File: src/rtl/inst_fetch_pkg.sv
// ---------------------------------------------------------------------------
// inst_fetch_pkg
//   Shared definitions for the instruction fetch block and its prefetch
//   buffer: default reset PC, PC increment, fetch FSM state encoding and the
//   {pc, inst} buffer entry layout.
// ---------------------------------------------------------------------------
package inst_fetch_pkg;

  // PC loaded when rst_n is asserted, unless the RESET_PC parameter overrides it.
  localparam logic [31:0] RESET_PC_DEFAULT = 32'h0000_0000;

  // Byte distance between consecutive instruction words.
  localparam logic [31:0] PC_INC = 32'd4;

  // Width of one prefetch buffer entry: {pc, inst}.
  localparam int unsigned ENTRY_W = 64;

  // Fetch FSM: either fetching sequentially or parked on an inaccessible PC.
  typedef enum logic {
    ST_FETCH = 1'b0,
    ST_FAULT = 1'b1
  } fetch_state_e;

  // One buffered instruction together with the address it was fetched from.
  typedef struct packed {
    logic [31:0] pc;
    logic [31:0] inst;
  } fetch_entry_t;

  // Sequential successor of a PC; wraps modulo 2^32.
  function automatic logic [31:0] next_pc(input logic [31:0] pc);
    return pc + PC_INC;
  endfunction

endpackage

File: src/rtl/inst_fetch_fifo.sv
// ---------------------------------------------------------------------------
// fetch_fifo
//   Prefetch buffer between the ROM fetch and the decode stage. Entries are
//   {pc, inst} words held in flops; the head entry is driven straight from a
//   storage register, so there is no combinational path from push_data to
//   head_data.
//
//   Ports
//     clk        in   clock, rising edge
//     rst_n      in   asynchronous active-low reset (clears storage to 0)
//     push       in   write push_data at the tail (ignored when full)
//     push_data  in   entry to write
//     pop        in   drop the head entry (ignored when empty)
//     flush      in   discard all entries; overrides a same-cycle push/pop
//     full       out  DEPTH entries held
//     empty      out  no entries held
//     head_data  out  oldest entry (stale contents while empty)
// ---------------------------------------------------------------------------
module fetch_fifo
  import inst_fetch_pkg::*;
#(
  // Must be a power of two and at least 2, so pointers wrap for free.
  parameter int unsigned DEPTH = 2
) (
  input  logic         clk,
  input  logic         rst_n,
  input  logic         push,
  input  fetch_entry_t push_data,
  input  logic         pop,
  input  logic         flush,
  output logic         full,
  output logic         empty,
  output fetch_entry_t head_data
);

  localparam int unsigned PTR_W = (DEPTH > 1) ? $clog2(DEPTH) : 1;
  localparam int unsigned CNT_W = $clog2(DEPTH) + 1;

  fetch_entry_t             mem_q [DEPTH];
  fetch_entry_t             mem_d [DEPTH];
  logic         [PTR_W-1:0] wr_ptr_q, wr_ptr_d;
  logic         [PTR_W-1:0] rd_ptr_q, rd_ptr_d;
  logic         [CNT_W-1:0] count_q, count_d;

  logic do_push;
  logic do_pop;

  assign full      = (count_q == CNT_W'(DEPTH));
  assign empty     = (count_q == '0);
  assign head_data = mem_q[rd_ptr_q];

  // Guard the caller against overflow/underflow; flush wins over both.
  assign do_push = push & ~full  & ~flush;
  assign do_pop  = pop  & ~empty & ~flush;

  always_comb begin
    mem_d    = mem_q;
    wr_ptr_d = wr_ptr_q;
    rd_ptr_d = rd_ptr_q;
    count_d  = count_q;

    if (flush) begin
      wr_ptr_d = '0;
      rd_ptr_d = '0;
      count_d  = '0;
    end else begin
      if (do_push) begin
        mem_d[wr_ptr_q] = push_data;
        wr_ptr_d        = wr_ptr_q + PTR_W'(1);
      end
      if (do_pop) begin
        rd_ptr_d = rd_ptr_q + PTR_W'(1);
      end
      // Simultaneous push and pop leave the occupancy unchanged.
      unique case ({do_push, do_pop})
        2'b10:   count_d = count_q + CNT_W'(1);
        2'b01:   count_d = count_q - CNT_W'(1);
        default: count_d = count_q;
      endcase
    end
  end

  // Storage is reset as well so the head reads as zero straight out of reset.
  always_ff @(posedge clk or negedge rst_n) begin
    if (!rst_n) begin
      for (int i = 0; i < int'(DEPTH); i++) begin
        mem_q[i] <= '0;
      end
      wr_ptr_q <= '0;
      rd_ptr_q <= '0;
      count_q  <= '0;
    end else begin
      for (int i = 0; i < int'(DEPTH); i++) begin
        mem_q[i] <= mem_d[i];
      end
      wr_ptr_q <= wr_ptr_d;
      rd_ptr_q <= rd_ptr_d;
      count_q  <= count_d;
    end
  end

endmodule

File: src/rtl/inst_fetch.sv
// ---------------------------------------------------------------------------
// inst_fetch
//   Sequential instruction fetcher. Drives the PC onto rom_addr, pushes each
//   accessible {pc, rom_data} into a prefetch buffer and advances the PC by 4.
//   An inaccessible fetch address parks the fetcher in FAULT (PC held, no
//   pushes) while the buffer keeps draining to decode. A redirect flushes the
//   buffer, loads a new PC and restarts fetching from any state.
//
//   Ports
//     clk             in   clock, rising edge
//     rst_n           in   asynchronous active-low reset
//     rom_addr        out  fetch address (the PC register)
//     rom_data        in   instruction word at rom_addr, same cycle
//     rom_accessable  in   rom_addr is mapped and word-aligned
//     redirect_valid  in   load redirect_pc and discard buffered work
//     redirect_pc     in   new fetch PC
//     id_ready        in   decode accepts the head instruction
//     id_valid        out  head instruction is valid
//     id_inst         out  head instruction word
//     id_pc           out  PC of id_inst
//     fetch_fault     out  fetch parked on an inaccessible address
//     fault_pc        out  the address that caused fetch_fault
// ---------------------------------------------------------------------------
module inst_fetch
  import inst_fetch_pkg::*;
#(
  parameter logic [31:0] RESET_PC   = RESET_PC_DEFAULT,
  parameter int unsigned FIFO_DEPTH = 2
) (
  input  logic        clk,
  input  logic        rst_n,
  output logic [31:0] rom_addr,
  input  logic [31:0] rom_data,
  input  logic        rom_accessable,
  input  logic        redirect_valid,
  input  logic [31:0] redirect_pc,
  input  logic        id_ready,
  output logic        id_valid,
  output logic [31:0] id_inst,
  output logic [31:0] id_pc,
  output logic        fetch_fault,
  output logic [31:0] fault_pc
);

  fetch_state_e state_q, state_d;
  logic [31:0]  pc_q, pc_d;
  logic [31:0]  fault_pc_q, fault_pc_d;

  logic         fifo_push;
  logic         fifo_pop;
  logic         fifo_full;
  logic         fifo_empty;
  fetch_entry_t fifo_head;
  fetch_entry_t fetch_entry;

  assign rom_addr    = pc_q;
  assign fetch_fault = (state_q == ST_FAULT);
  assign fault_pc    = fault_pc_q;

  assign id_valid = ~fifo_empty;
  assign id_inst  = fifo_head.inst;
  assign id_pc    = fifo_head.pc;

  assign fetch_entry = '{pc: pc_q, inst: rom_data};

  // A redirect discards whatever push or pop would otherwise happen this
  // cycle, so neither the stale fetch nor the decode handshake takes effect.
  assign fifo_push = (state_q == ST_FETCH) & ~fifo_full & rom_accessable & ~redirect_valid;
  assign fifo_pop  = id_valid & id_ready & ~redirect_valid;

  fetch_fifo #(
    .DEPTH(FIFO_DEPTH)
  ) u_fetch_fifo (
    .clk       (clk),
    .rst_n     (rst_n),
    .push      (fifo_push),
    .push_data (fetch_entry),
    .pop       (fifo_pop),
    .flush     (redirect_valid),
    .full      (fifo_full),
    .empty     (fifo_empty),
    .head_data (fifo_head)
  );

  // Next-state / PC / fault-address logic.
  always_comb begin
    state_d    = state_q;
    pc_d       = pc_q;
    fault_pc_d = fault_pc_q;

    if (redirect_valid) begin
      pc_d    = redirect_pc;
      state_d = ST_FETCH;
    end else begin
      unique case (state_q)
        ST_FETCH: begin
          // Fullness is judged on the start-of-cycle occupancy: a full
          // buffer stalls fetch even if decode pops this cycle.
          if (!fifo_full) begin
            if (rom_accessable) begin
              pc_d = next_pc(pc_q);
            end else begin
              fault_pc_d = pc_q;
              state_d    = ST_FAULT;
            end
          end
        end
        ST_FAULT: begin
          state_d = ST_FAULT;
        end
        default: begin
          state_d = ST_FETCH;
        end
      endcase
    end
  end

  always_ff @(posedge clk or negedge rst_n) begin
    if (!rst_n) begin
      state_q    <= ST_FETCH;
      pc_q       <= RESET_PC;
      fault_pc_q <= '0;
    end else begin
      state_q    <= state_d;
      pc_q       <= pc_d;
      fault_pc_q <= fault_pc_d;
    end
  end

endmodule

File: config.mk
export PLATFORM = sky130hd
export DESIGN_NAME = inst_fetch
export DESIGN_NICKNAME = d
export VERILOG_FILES = /design/src/rtl/inst_fetch_pkg.sv /design/src/rtl/inst_fetch_fifo.sv /design/src/rtl/inst_fetch.sv
export SDC_FILE = /design/constraint.sdc
export NUM_CORES = 1
export LEC_CHECK = 0
export BUFFER_PORTS_ARGS = -buffer_cell sky130_fd_sc_hd__buf_2
export CAP_MARGIN = 15
export CORE_UTILIZATION = 60
export CTS_BUF_LIST = sky130_fd_sc_hd__clkbuf_4 sky130_fd_sc_hd__clkbuf_8
export DETAILED_ROUTE_END_ITERATION = 10
export PLACE_DENSITY = 0.87
export SYNTH_ARGS = -nofsm -noshare
export SYNTH_HDL_FRONTEND = slang
export SYNTH_SLANG_ARGS = --single-unit
File: constraint.sdc
create_clock -name clk -period 5.2 [get_ports clk]
set_input_delay 1.56 -clock clk [delete_from_list [all_inputs] [get_ports clk]]
set_output_delay 1.56 -clock clk [all_outputs]
set_load 0.01 [all_outputs]
# [Yosys cells after proc, flatten, opt, wreduce, memory -nomap -nowiden]
# Index checks and enable logic that the tools add are counted.
# Widths: inputs -> output; s select.
[op_classes] n_eq_ne=5 n_reduce_logical=9 bitwise=16 add_sub_neg=5 n_mux=20 n_lt_le_gt_ge=3
[op_table] cell="$mux 64" n=4
[op_table] cell="$bwmux 128" n=1
[op_table] cell="$mux 32" n=4
[op_table] cell="$demux 64 s1" n=1
[op_table] cell="$add 32x3->32 const B" n=1
[op_table] cell="$and 1x1->1" n=9
[op_table] cell="$mux 1" n=7
[op_table] cell="$reduce_bool 2->1" n=3
[op_table] cell="$not 1->1" n=5
[op_table] cell="$eq 2x2->1 const B" n=2
[op_table] cell="$ge 2x2->1 const B" n=2
[op_table] cell="$ne 2x2->1 const B" n=2
[op_table] cell="$not 1->2" n=2
[op_table] cell="$pmux 2 s2" n=1
[op_table] cell="$reduce_and 4->1" n=1
[op_table] cell="$reduce_and 3->1" n=1
[op_table] cell="$reduce_bool 3->1" n=1
[op_table] cell="$add 1x1->1 const B" n=2
[op_table] cell="$add 2x1->2 const B" n=1
[op_table] cell="$eq 2x1->1 const B" n=1
[op_table] cell="$logic_not 2->1" n=1
[op_table] cell="$lt 2x1->1 const B" n=1
[op_table] cell="$mux 2" n=1
[op_table] cell="$pmux 1 s2" n=1
[op_table] cell="other kinds (3)" n=3
[word_totals] output_inout_bits=130 in_bits=69 ff_bits=197

# [Longest topological paths before layout]
[depth] ltp_word=10 depth_mapped=7

# [Modules after synthesis]
# From an unflattened synthesis, not the netlist that was laid out.
[unflattened] cells_unflattened=662 hier_area_um2=8877.3
[by_module_without_submodules] mod="fetch_fifo" area_each_um2=5738.0 instances=1 seq_area_each_um2=3303.2 cells_per_inst=365
[by_module_without_submodules] mod="inst_fetch" area_each_um2=3139.3 instances=1 seq_area_each_um2=1626.6 cells_per_inst=297

# [Worst setup path after synthesis]
# OpenSTA, ideal clock, no wires.
[synth_timing] path_type="input port to flip-flop" startpoint="input rom_accessable" endpoint="register pc_q[29], in the netlist rom_addr[29]" path_slack_ps=2071 cell_stages=5 n_path_buf=1 required_ps=5074 arrival_time_ps=3003 cell_sequence="nand2b_1 > or4_1 > buf_2 > or4_1 > a221o_1"
[synth_between] elab_chain_len=2
[synth_lines] item="start, declared" line="inst_fetch.sv:34" source="input logic rom_accessable,"
[synth_lines] item="$reduce_bool 2->1 (no source line)"
[synth_lines] item="$reduce_and 3->1 (no source line)"
[synth_lines] item="end signal, assigned" line="inst_fetch.sv:125" source="pc_q <= pc_d;"
[synth_lines] item="end, declared" line="inst_fetch.sv:46" source="logic [31:0] pc_q, pc_d;"
# No other way between the ends.
# A chain may end at the register's enable or synchronous reset.

# [Worst setup path in the final report]
[layout_timing] startpoint="register u_fetch_fifo.rd_ptr_q" endpoint="output id_pc[28]"
[layout_between] elab_chain_len=4
[layout_lines] item="start, declared" line="inst_fetch_fifo.sv:42" source="logic [PTR_W-1:0] rd_ptr_q, rd_ptr_d;"
[layout_lines] item="start signal, assigned" line="inst_fetch_fifo.sv:97" source="rd_ptr_q <= rd_ptr_d;"
[layout_lines] item="$not 1->2 (implied by the code)" line="inst_fetch_fifo.sv:50" source="assign head_data = mem_q[rd_ptr_q];"
[layout_lines] item="$mux 64 (implied by the code) (3 in series)" line="inst_fetch_fifo.sv:50"
[layout_lines] item="end, declared" line="inst_fetch.sv:40" source="output logic [31:0] id_pc,"
# No other way between the ends. The select of a mux whose other input is x is not followed.

==> results.md <==
- Root Driver: clkbuf_8
- Number of core rows: 44
- Largest family of logic cells by synthesized area: multiplexers
- CP required: about 3.6 ns
- Fin Clk Skew: about 0.012 ns
- Async SR Flop Fraction: 100.0%
- Hold Path Class: flop to flop
- Avg Synthesized Cell Area: ~13 um2
- Layout Nets: 919
- Grt peak-use layer: met2
- CTS Buf Count: 17
- Wire length per cell: 18.96 um
- Outcome: finished clean
- Worst-case hold slack: 0.5092 ns
- Via count: 6162
- Setup TNS: 0 ns
- Area growth syn-to-layout: 17.84%
- DR DRC count: 0
- Layout cells sized above 1: 54.47%
- Later-pin clock latency in the skew report: 0.47 ns
- Core footprint: ~14000 um2
- Met3 Use GR: 5.403%
- CP endpoint kind: output port
- Vias/cell: 5.897
- Port bufs: a little under 200
- R2R setup slack: 2.49 ns
- Die Span X: 123.6 um
- Post-Syn Nets: about 740
- Dpl hpwl: 13.53 mm
- LEAKAGE: 4.612 nW
- Synth Area in Simple Gates: 7.871%
- Worst-path maximum fanout: 37
- Iteration-0 DRC Markers: 352
- Xor/xnor share of the synthesized area: less than 1%
- Setup Buffers After CTS: 0
- First-pass GRT wire length: 31.22 mm
- FF/Latch Area: 4931 um2
- Slew at the pin with the worst max-slew slack: 0.9391 ns
- Post-synthesis adder-cell area fraction: less than 1%
- Hold Buf Count CTS: 0
- Post-route minimum period: 4.043 ns
- Crit Path Class: flop to output port
- Number of synthesis warnings: 0
- Top FF cell, synth: dfrtp_1
- Worst r2r src: fetch_fault
- # clock sinks: around 200
- Final hold vios: 0
- Layout fillers: 941
- Area of the die: around 15000 um2
- Worst slew margin: 36.82%
- RePlAce Congestion: 0.8017
- Worst VDD drop: ~0.00026 V
- Final Max Tran Viols: 0
- H-tree depth: 4
- WHS Path Cells: 1
- Number of synthesized flops with an enable pin: 0
- Clock Pin Slew Worst Setup and Hold Paths: 0.09 ns
- CTS Buffer Depth: 2
- Worst Hold Path EP: fault_pc[31]
- Unique masters post-synth: 46
- Met2 usage: 44.34%
- Remaining global-route overflow: 0
- Initial Util: between 60 and 70%
- I/O pins: about 200
- N_diodes: 0
- Maximum clock frequency: 0.2473 GHz
- CTS tree: yes
- Synth Register Bits: 197
- Synth top area cells: dfrtp_1 (56%), mux2_2 (28%), clkbuf_1 (1.2%), nor2_1 (1.2%), or4_1 (1.2%)
- Post-synth top cells: mux2_2 (222), dfrtp_1 (197), clkbuf_1 (29)
- Crit path launch type: flop
- RSZ-0062 raised after global routing: no
- Hold Crit Start: fault_pc[31]
- Post-synthesis cell count: 668
- TritonRoute pass-1 iters: 5
- CP arrival: 2.48 ns
- Post-DRT Antenna Nets: 0
- Complex-gate fraction of the synthesized area: between 4 and 5%
- Post-synth top area cell: dfrtp_1
- Final setup violation count: 0
- GRT Overall Usage: between 20% and 30%
- Chip Height: 123.6 um
- Sequential-to-total area share from yosys stat: 55.58%
- WL final: just under 20 mm
- Vias in the first global route: 6120
- Top-area cell type share of the netlist area: 55.58%
- Initial antenna violation count: 0
- Cell Pwr Density: 450.5 nW/um2
- Area occupied by multi-input gates: 3746 um2
- FF-to-FF End: u_fetch_fifo.mem_q[20]
- Multiplexer share of the synthesized area: 28.81%
- Final period utilization: 77.75%
- Reg2Reg Depth: 5
- Synthesized area: roughly 9000 um2
- Most common cell in the netlist: mux2_2
- Max-cap violations: 0
- CTS resizes: 0
- Largest net degree at the start of global routing: 105
- GR Layer Usage met1: about 35%
-- how the worst max path moves through the flow --
stage,start,to,cells past startpoint
after global placement,rom_accessable,rom_addr[29],5
after CTS,u_fetch_fifo.rd_ptr_q,id_inst[20],3
after global routing,u_fetch_fifo.rd_ptr_q,id_inst[31],3
final,u_fetch_fifo.rd_ptr_q,id_pc[28],3
after detailed placement,rom_accessable,u_fetch_fifo.mem_q[20],6
after floorplan,rom_accessable,rom_addr[29],5
-- critical path, cell delays in order, from the launching register on --
cell     delay (ns)
dfrtp_2        0.87
buf_4          0.56
mux2_2         0.41
buf_2          0.15
-- registers in the layout, indices dropped and copies added, names as in the netlist --
register	cells
u_fetch_fifo.mem_q	128
fault_pc	32
rom_addr	32
u_fetch_fifo.count_q	2
fetch_fault	1
u_fetch_fifo.rd_ptr_q	1
u_fetch_fifo.wr_ptr_q	1
-- logic make-up after synthesis --
logic type | count (synthesis)
muxes | 227
DFF | 197
and+or+nand+nor | 129
AOI/OAI and AO/OA | 54
buffers and inverters | 50
xor gates and xnor gates | 10
adders and majority gates | 1
-- per-stage QoR --
step / total power (W) / setup WS (ns) / instances / instance area [um2] / utilization [%]
finish: 0.004708 / 1.157 / 1045 / 10450 / 72.19
global route: 0.004973 / 1.055 / 1045 / 10450 / 72.19
CTS: 0.004743 / 1.129 / 1045 / 10450 / 72.19
detailed placement: 0.003651 / 1.345 / 1014 / 10010 / 69.13
global placement: 0.003545 / 1.502 / 1014 / 10010 / 69.13
floorplan: 0.003105 / 2.071 / 668 / 8870 / -
-- cells in the final DEF (no fill, tap or decap), types with 6 or more instances in the layout --
| cell type | Yosys | routed |
|---|---|---|
| mux2_2 | 222 | 222 |
| xnor2_1 | 7 | 7 |
| buf_2 | 16 | 197 |
| a31oi_1 | 12 | 12 |
| o31ai_1 | 10 | 10 |
| dfrtp_1 | 197 | 196 |
| nor2_1 | 28 | 28 |
| clkbuf_8 | 0 | 20 |
| or4_1 | 14 | 14 |
| or3_1 | 6 | 6 |
| nand4_1 | 10 | 10 |
| o21ai_0 | 11 | 11 |
| nand3_1 | 12 | 12 |
| nor4_1 | 7 | 6 |
| buf_4 | 0 | 9 |
| nand2_1 | 24 | 24 |
-- power breakdown --
group	total [W]	switching, W	internal (W)
registers	0.00229	0.000303	0.00198
logic	0.00134	0.000581	0.000756
clock network	0.00109	0.000530	0.000555
total	0.00471	0.00141	0.00329
-- cell type report --
class / count / share of cell area [%]
Clock buffer: 20 / 2.574
Clock inverter: 11 / 1.664
Inverter: 4 / 0.1436
Multi-Input combinational cell: 421 / 35.84
Sequential cell: 197 / 47.18
Tap cell: 184 / 2.203
Timing Repair Buffer: 208 / 10.40
-- metal layers --
| metal | wire length, um | up-vias |
|---|---|---|
| li1 | - | 2794 |
| met1 | 8334 | 3144 |
| met2 | 10050 | 194 |
| met3 | 1058 | 30 |
| met4 | 373 | 0 |
| met5 | 0 | - |
No activity file was read; power rests on OpenSTA's default activity.
